[config.mk]
export PLATFORM = sky130hd
export DESIGN_NAME = mux_arb_n
export DESIGN_NICKNAME = d
export VERILOG_FILES = /design/src/rtl/mux_arb_n.sv
export SDC_FILE = /design/constraint.sdc
export NUM_CORES = 1
export LEC_CHECK = 0
export BUFFER_PORTS_ARGS = -buffer_cell sky130_fd_sc_hd__buf_4
export CAP_MARGIN = 25
export CORE_MARGIN = 2
export CORE_UTILIZATION = 25
export DETAILED_ROUTE_END_ITERATION = 8
export HOLD_SLACK_MARGIN = 0.15
export PLACE_DENSITY = 0.48
export SLEW_MARGIN = 25
export SYNTH_ARGS = -nofsm -noshare
export SYNTH_HDL_FRONTEND = slang
export SYNTH_SLANG_ARGS = --single-unit
[constraint.sdc]
create_clock -name clk -period 3.1 [get_ports clk]
set_clock_uncertainty 0.1 [all_clocks]
set_input_delay 0.465 -clock clk [delete_from_list [all_inputs] [get_ports clk]]
set_output_delay 0.465 -clock clk [all_outputs]
set_load 0.01 [all_outputs]
[src/rtl/mux_arb_n.sv]
// N-channel registered multiplexer with valid/ready handshake on every channel.
// Selection is either fixed (external sel) or round-robin.
module mux_arb_n #(
  parameter int WIDTH = 4,
  parameter int NCH   = 4,
  parameter int SELW  = 2
) (
  input  logic                 clk,
  input  logic                 reset,
  input  logic [NCH*WIDTH-1:0] in_data,
  input  logic [NCH-1:0]       in_valid,
  output logic [NCH-1:0]       in_ready,
  input  logic                 mode,
  input  logic [SELW-1:0]      sel,
  output logic [WIDTH-1:0]     out_data,
  output logic                 out_valid,
  input  logic                 out_ready,
  output logic [SELW-1:0]      grant
);

  // The pointer wraps at NCH, not at 2**SELW, so unused encodings never appear.
  function automatic logic [SELW-1:0] wrap_next(input logic [SELW-1:0] idx);
    if (int'(idx) + 1 >= NCH) return '0;
    else                      return idx + 1'b1;
  endfunction

  logic [WIDTH-1:0] data_p0;
  logic [SELW-1:0]  grant_p0;
  logic             vld_p0;
  logic [SELW-1:0]  ptr;

  logic             ld;
  logic             req;
  logic [SELW-1:0]  chosen;
  logic [WIDTH-1:0] chosen_data;
  logic             xfer;
  int               idx;

  assign ld = !vld_p0 | out_ready;

  always_comb begin
    req    = 1'b0;
    chosen = '0;
    idx    = 0;
    if (!mode) begin
      chosen = sel;
      for (int i = 0; i < NCH; i++)
        if (SELW'(i) == sel && in_valid[i]) req = 1'b1;
    end else begin
      // Scan upward from ptr; ptr is always < NCH, so one subtraction wraps.
      for (int k = 0; k < NCH; k++) begin
        idx = int'(ptr) + k;
        if (idx >= NCH) idx = idx - NCH;
        if (!req && in_valid[idx]) begin
          req    = 1'b1;
          chosen = SELW'(idx);
        end
      end
    end
  end

  always_comb begin
    chosen_data = '0;
    for (int i = 0; i < NCH; i++)
      if (SELW'(i) == chosen) chosen_data = in_data[i*WIDTH +: WIDTH];
  end

  assign xfer = ld & req & !reset;

  always_comb begin
    in_ready = '0;
    for (int i = 0; i < NCH; i++)
      if (xfer && SELW'(i) == chosen) in_ready[i] = 1'b1;
  end

  // Stage p0: single output register with back-pressure
  always_ff @(posedge clk) begin
    if (reset) begin
      data_p0  <= '0;
      grant_p0 <= '0;
      vld_p0   <= 1'b0;
      ptr      <= '0;
    end else if (ld) begin
      if (req) begin
        data_p0  <= chosen_data;
        grant_p0 <= chosen;
        vld_p0   <= 1'b1;
        if (mode) ptr <= wrap_next(chosen);
      end else begin
        vld_p0 <= 1'b0;
      end
    end
  end

  assign out_data  = data_p0;
  assign out_valid = vld_p0;
  assign grant     = grant_p0;

endmodule

==> metrics.md, run 1 <==
| Metric | Value |
|---|---|
| Final WL | `1960 um` |
| Vias per inst | `about 5.1` |
| Leakage | `0.000479 uW` |
| Cell Int Power | `262 uW` |
| ANT cells | `0` |
| Relative max-transition margin | `63.7%` |
| Max_cap viols | `0` |
| Synthesized flop and latch total | `9` |
| Die area | `roughly 3400 um2` |
| GRT Total Usage | `about an eighth` |
| Combinational Power Share | `40.9%` |
| Crit path DAT | `2240 ps` |
| Reg clk slew, reported paths | `60 ps` |
| Area leader, netlist | `dfxtp_1` |
| Post-synth EDFFs | `0` |
| Initial antenna violation count | `0` |
| Commonest cells after routing, fill and taps aside | `buf_4, nor2_1, dfxtp_1` |
| Vias | `795` |
| Count of final setup violators | `0` |
| Pre-antenna DRT Iters | `4` |
| Clock tree sinks | `9` |
| FF-to-FF path depth | `10` |
| Crit Path Max Fanout | `9` |
| CP endpoint kind | `output pin` |
| Switch share | `32.4%` |
| Placer Congestion | `roughly 0.7` |
| Syn_area_per_cell | `8.40 um2` |
| FP Rows | `19` |
| Post-CTS Resized | `0` |
| DRT antenna net count | `0` |
| Tmin final | `2800 ps` |
| Reg2reg end | `out_data[3]` |
| Final core utilization | `38.2%` |
| Worst r2r src | `ptr[1]` |
| DP Worst Slack | `186 ps` |
| Synthesized cell area | `739 um2` |
| Slew @ Worst Pin | `540 ps` |
| Hold-fix buffers at CTS | `0` |
| Core area | `2780 um2` |
| DR iter-0 viols | `18` |
| Asr flop ratio synth | `0%` |
| CTS tree | `done` |
| Ys flop type | `dfxtp_1` |
| First-pass GRT wire length | `approximately 3200 um` |
| Share of layout cells above drive strength 1 | `about a third` |
| Crit path required time | `2530 ps` |
| Max Fclk | `about 0.36 GHz` |
| Worst setup SP type | `flop` |
| Reg power frac | `36.1%` |
| Port Buffers | `36` |
| Status | `finished, final reports clean` |
| Max clock buf depth | `2` |
| # DRC | `0` |
| Largest net degree at the start of global routing | `13` |
| Synth cell types | `34` |
| RSZ-0062 raised after global routing | `no` |
| Setup Buffers After CTS | `0` |
| Synth top area share | `24.4%` |
| Height of the die | `about 60 um` |
| Inserted Clock Buffers | `3` |
| WL per Instance | `12.5 um` |
| Top cells by area, synth | `dfxtp_1, ha_1, nor2b_1` |
| Final worst path period share | `90.4%` |
| Die Wd | `58.4 um` |
| Hold Vio Cnt, Final | `0` |
| Critical setup path kind | `flop to output pin` |
| Clock power frac | `22.9%` |
| HPWL Detailed | `1640 um` |
| Total power draw | `387 uW` |
| Overflow left after global routing | `0` |
| Syn_nets | `118` |
| Worst setup path start | `ptr[1]` |
| Reg2Reg Setup Slack | `500 ps` |
| H-tree depth | `1` |
| Hold path endpoint | `out_valid` |
| CTS root buffer | `clkbuf_4` |
| Nets | `157` |
| Initial Util | `26.6%` |
| Most common cell after layout, fill and taps aside | `buf_4` |
| Clk Latency, worst-skew pair | `260 ps` |
| Io pins | `37` |
| Post-synthesis sequential area ratio | `24.4%` |
| Slew Viols, Final | `0` |
| Yosys warning count | `0` |
| Layout area overhead | `43.8%` |
| Cells after synthesis | `88` |
| Hold Path Depth | `2` |
| Final worst setup slack | `just under 300 ps` |
| Switching power | `125 uW` |
| VDD IR max | `between 200 and 300 uV` |
| Hold path start | `reset` |
| Setup TNS | `0 ps` |
| Pwr Density | `364 nW/um2` |
| Worst hold path type | `primary input to flop` |
| Vias in the first global route | `707` |
## flip-flops by register name (all words and copies together) (netlist names)
signal / cells
grant: 2
ptr: 2
out_valid: 1
out_data: 4
## per-layer routing
layer | global-route usage [%] | share of wire [%]
met5 | 0 | 0
met4 | 1.99 | 0.36
met3 | 4.40 | 6.3
met2 | 21.8 | 49
met1 | 13.7 | 44
## synth_stat cells (2+ instances only)
library cell  number
and2_1             4
a211oi_1           4
o21ai_0            2
a21oi_1            8
inv_1              3
nor3_1             5
a221oi_1           4
a31oi_1            2
nor2b_1            8
nand2b_1           2
nor2_1             9
o31ai_1            2
nor3b_1            2
ha_1               4
o41ai_1            2
dfxtp_1            9
## worst max-delay path, cell delays in order (launching register included)
cell	delay [ps]
dfxtp_1	450
nor2_1	80
a211o_1	290
a31oi_1	410
inv_1	130
ha_1	310
and2_1	170
buf_4	140
## area by class of cell
cell class | instances | area, um2
Tap cell | 31 | 38.8
Inverter | 3 | 11.3
Clock buffer | 4 | 26.3
Timing Repair Buffer | 37 | 278
Sequential cell | 9 | 180
Multi-Input combinational cell | 73 | 529
Fill cell | 299 | 1720
## cells by family (layout without fill, tap and decap cells)
family	after synthesis	in the layout	synth area share, %
adder cells (fa/ha/maj)	4	4	6.77
AO/OA/AOI/OAI	27	27	24.9
AND/OR/NAND/NOR	39	39	32.0
buffers and inverters	6	44	4.06
multiplexers	3	3	7.95
flip-flops	9	9	24.4
## worst max-delay path by stage
stage,to,slack [ps]
after global placement,out_data[3],180
after detailed placement,out_data[3],190
after global routing,in_ready[2],30
after CTS,in_ready[2],250
after floorplan,in_ready[3],650
final,in_ready[2],300
## power groups by stage
| stage | Sequential (uW) | Combinational [uW] | Clock [uW] |
|---|---|---|---|
| after floorplan | 145 | 87.6 | 0 |
| after global placement | 142 | 160 | 0 |
| final | 140 | 158 | 88.7 |
| after global routing | 141 | 178 | 102 |
| after detailed placement | 142 | 161 | 0 |
| after CTS | 140 | 161 | 92.6 |
## metrics by stage
| stage | cells | cell area, um2 | hold slack [ps] |
|---|---|---|---|
| final | 157 | 1060 | 368 |
| after global routing | 157 | 1060 | 360 |
| after CTS | 157 | 1060 | 364 |
| after detailed placement | 153 | 1040 | 397 |
| after global placement | 153 | 1040 | 390 |
| after floorplan | 88 | 739 | 378 |
Note: power is estimated with default switching activity, not from simulation.
==> inputs of run 2 (changes only) <==
--- a/config.mk
+++ b/config.mk
@@ -8,10 +8,10 @@
 export BUFFER_PORTS_ARGS = -buffer_cell sky130_fd_sc_hd__buf_4
 export CAP_MARGIN = 25
 export CORE_MARGIN = 2
-export CORE_UTILIZATION = 25
+export CORE_UTILIZATION = 44
 export DETAILED_ROUTE_END_ITERATION = 8
 export HOLD_SLACK_MARGIN = 0.15
-export PLACE_DENSITY = 0.48
+export PLACE_DENSITY = 0.76
 export SLEW_MARGIN = 25
 export SYNTH_ARGS = -nofsm -noshare
 export SYNTH_HDL_FRONTEND = slang
==> run 2 against run 1 <==
Against the previous run:
- via count decreased by 4.2%
- largest power group unchanged
- routed wire length is 7.2% lower
- cell count is 10% lower
- largest cell class unchanged
==> metrics.md, run 2 (synthesis gave the netlist of run 1 again) <==
| Metric | Value |
|---|---|
| Max_cap viols | `0 (unchanged)` |
| Final WL | `1820 um (-7.2%)` |
| Crit path cell chain | `buf_4 -> or2b_1 -> a21oi_1 -> o21ai_0 -> a31oi_1 -> inv_1 -> ha_1 -> and2_1 -> buf_4` |
| Hold Vio Cnt, Final | `0 (unchanged)` |
| Slew @ Worst Pin | `509 ps (-31.0 ps)` |
| ANT cells | `0 (unchanged)` |
| CP max stage cell | `a31oi_1` |
| Vias per inst | `5.40 (+6.7%)` |
| Worst setup SP type | `primary input` |
| H-tree depth | `1 (unchanged)` |
| Hold-fix buffers at CTS | `0 (unchanged)` |
| CTS tree | `done` |
| RSZ-0062 raised after global routing | `no` |
| Reg clk slew, reported paths | `50 ps (about the same)` |
| Placed insts | `137 (-10%)` |
| Max clock buf depth | `2 (unchanged)` |
| CP endpoint kind | `output pin` |
| Crit path required time | `2530 ps (about the same)` |
| Clk Latency, worst-skew pair | `260 ps (about the same)` |
| Layout Cells excl Fill | `141 (-10%)` |
| CTS root buffer | `clkbuf_4` |
| Setup TNS | `0 ps (unchanged)` |
| HPWL Detailed | `1500 um (-8.5%)` |
| Max reg flops | `4 (unchanged)` |
| Most common cell after layout, fill and taps aside | `buf_4` |
| Critical Path Max Stage Delay | `440 ps (about the same)` |
| FP Rows | `14 (-5)` |
| Worst setup path start | `in_valid[0]` |
| Crit Path Max Fanout | `9 (unchanged)` |
| Pwr Density | `369 nW/um2 (+1.5%)` |
| Leakage | `0.000473 uW (-1.1%)` |
| Crit path to | `in_ready[2]` |
| Post-CTS Resized | `0 (unchanged)` |
| Placer Congestion | `0.765 (+8.6%)` |
| Layout fillers | `140 (-53%)` |
| GRT Total Usage | `20.0% (+7.9 points)` |
| Share of layout cells above drive strength 1 | `34.4% (-0.52 points)` |
| Io pins | `37 (unchanged)` |
| Final worst path period share | `91.7% (+1.3 points)` |
| Reg2Reg Setup Slack | `500 ps (about the same)` |
| Worst r2r src | `ptr[1]` |
| Count of final setup violators | `0 (unchanged)` |
| Max Fclk | `0.352 GHz (-1.4%)` |
| Slew Viols, Final | `0 (unchanged)` |
| Commonest cells after routing, fill and taps aside | `buf_4, nor2_1, dfxtp_1` |
| VDD IR max | `291 uV (+16%)` |
| Vias in the first global route | `694 (-1.8%)` |
| Worst hold path type | `primary input to flop` |
| Total power draw | `383 uW (-0.96%)` |
| Setup Buffers After CTS | `0 (unchanged)` |
| # DRC | `0 (unchanged)` |
| Die Wd | `45.0 um (-23%)` |
| DRT antenna net count | `0 (unchanged)` |
| Largest net degree at the start of global routing | `13 (unchanged)` |
| WL per Instance | `12.9 um (+3.3%)` |
| Crit. path cell count | `9 (+2)` |
| Crit-path leading delay family | `compound AO/OA/AOI/OAI gates` |
| Port Buffers | `36 (unchanged)` |
| First-pass GRT wire length | `2950 um (-6.6%)` |
| Initial Util | `48.0% (+21 points)` |
| Vias | `762 (-4.2%)` |
| Relative max-transition margin | `65.7% (+2.1 points)` |
| Reg2reg end | `out_data[3]` |
| Inserted Clock Buffers | `3 (unchanged)` |
| Die area | `2020 um2 (-41%)` |
| Nets | `156 (-0.64%)` |
| Most common cell on crit path | `buf_4` |
| Clock tree sinks | `9 (unchanged)` |
| Overflow left after global routing | `0 (unchanged)` |
| Critical setup path kind | `primary input to output pin` |
| Final core utilization | `67.3% (+29 points)` |
| Core area | `1540 um2 (-45%)` |
| Buf/Inv on CP | `3 (+1)` |
| FF-to-FF path depth | `10 (unchanged)` |
| Tmin final | `2840 ps (+41.1 ps)` |
| Height of the die | `45.0 um (-23%)` |
| Initial antenna violation count | `0 (unchanged)` |
| Crit path DAT | `2280 ps (+40 ps)` |
| Layout area overhead | `40.3%` |
| DR iter-0 viols | `15 (-3)` |
| Status | `finished, final reports clean` |
| Pre-antenna DRT Iters | `4 (unchanged)` |
run 2: cell count changes in the layout (fill, tap and decap cells not counted), sizes merged:
cell / delta
buf: -1
run 2: how the worst min path moves through the flow:
stage | slack, ps | to | from | cells after the start
5_1_grt | 360 | out_data[1] | reset | 2
3_5_place_dp | 390 | out_data[1] | out_data[1] | 2
3_3_place_gp | 390 | out_data[2] | out_data[2] | 2
2_1_floorplan | 380 | ptr[0] | ptr[0] | 2
6_report | 360 | out_data[1] | reset | 2
4_1_cts | 360 | out_data[2] | reset | 2
run 2: per-stage QoR:
stage	worst slack (ps)	cell area [um2]	hold slack (ps)
after floorplan	650	739	378
after global placement	307	1010	392
after detailed placement	237	1010	393
after CTS	266	1040	362
after global routing	34.7	1040	362
final	256	1040	363
run 2: power by group:
part	internal, uW	switching (uW)	leakage, uW	total, uW
Combinational	81.0	76.2	0.000384	157
Sequential	130	8.94	0.0000746	139
Clock	49.4	37.9	0.0000150	87.2
Total	260	123	0.000473	383
run 2: cell type report:
type	instances	area (um2)	share of cell area [%]
clock buffer	4	26.3	2.53
inverter	3	11.3	1.09
multi-input combinational	73	529	51.0
sequential	9	180	17.4
tap	16	20.0	1.93
timing repair buffer	36	270	26.1
run 2: layer usage:
layer	track usage, %	wire length (um)	up-vias
met2	33.4	853	19
met3	6.00	99	2
met5	0	0	-
li1	-	-	407
met4	5.29	10	0
met1	24.8	854	334
run 2: worst register-to-register path, cell delays in order (launching register included):
cell      delay, ps
dfxtp_1         450
nor2_1           80
a211o_1         290
a31oi_1         410
inv_1           150
ha_1            280
nor2b_1         160
a221oi_1        270
nor3_1           70
a21oi_1         130
a211oi_1         80
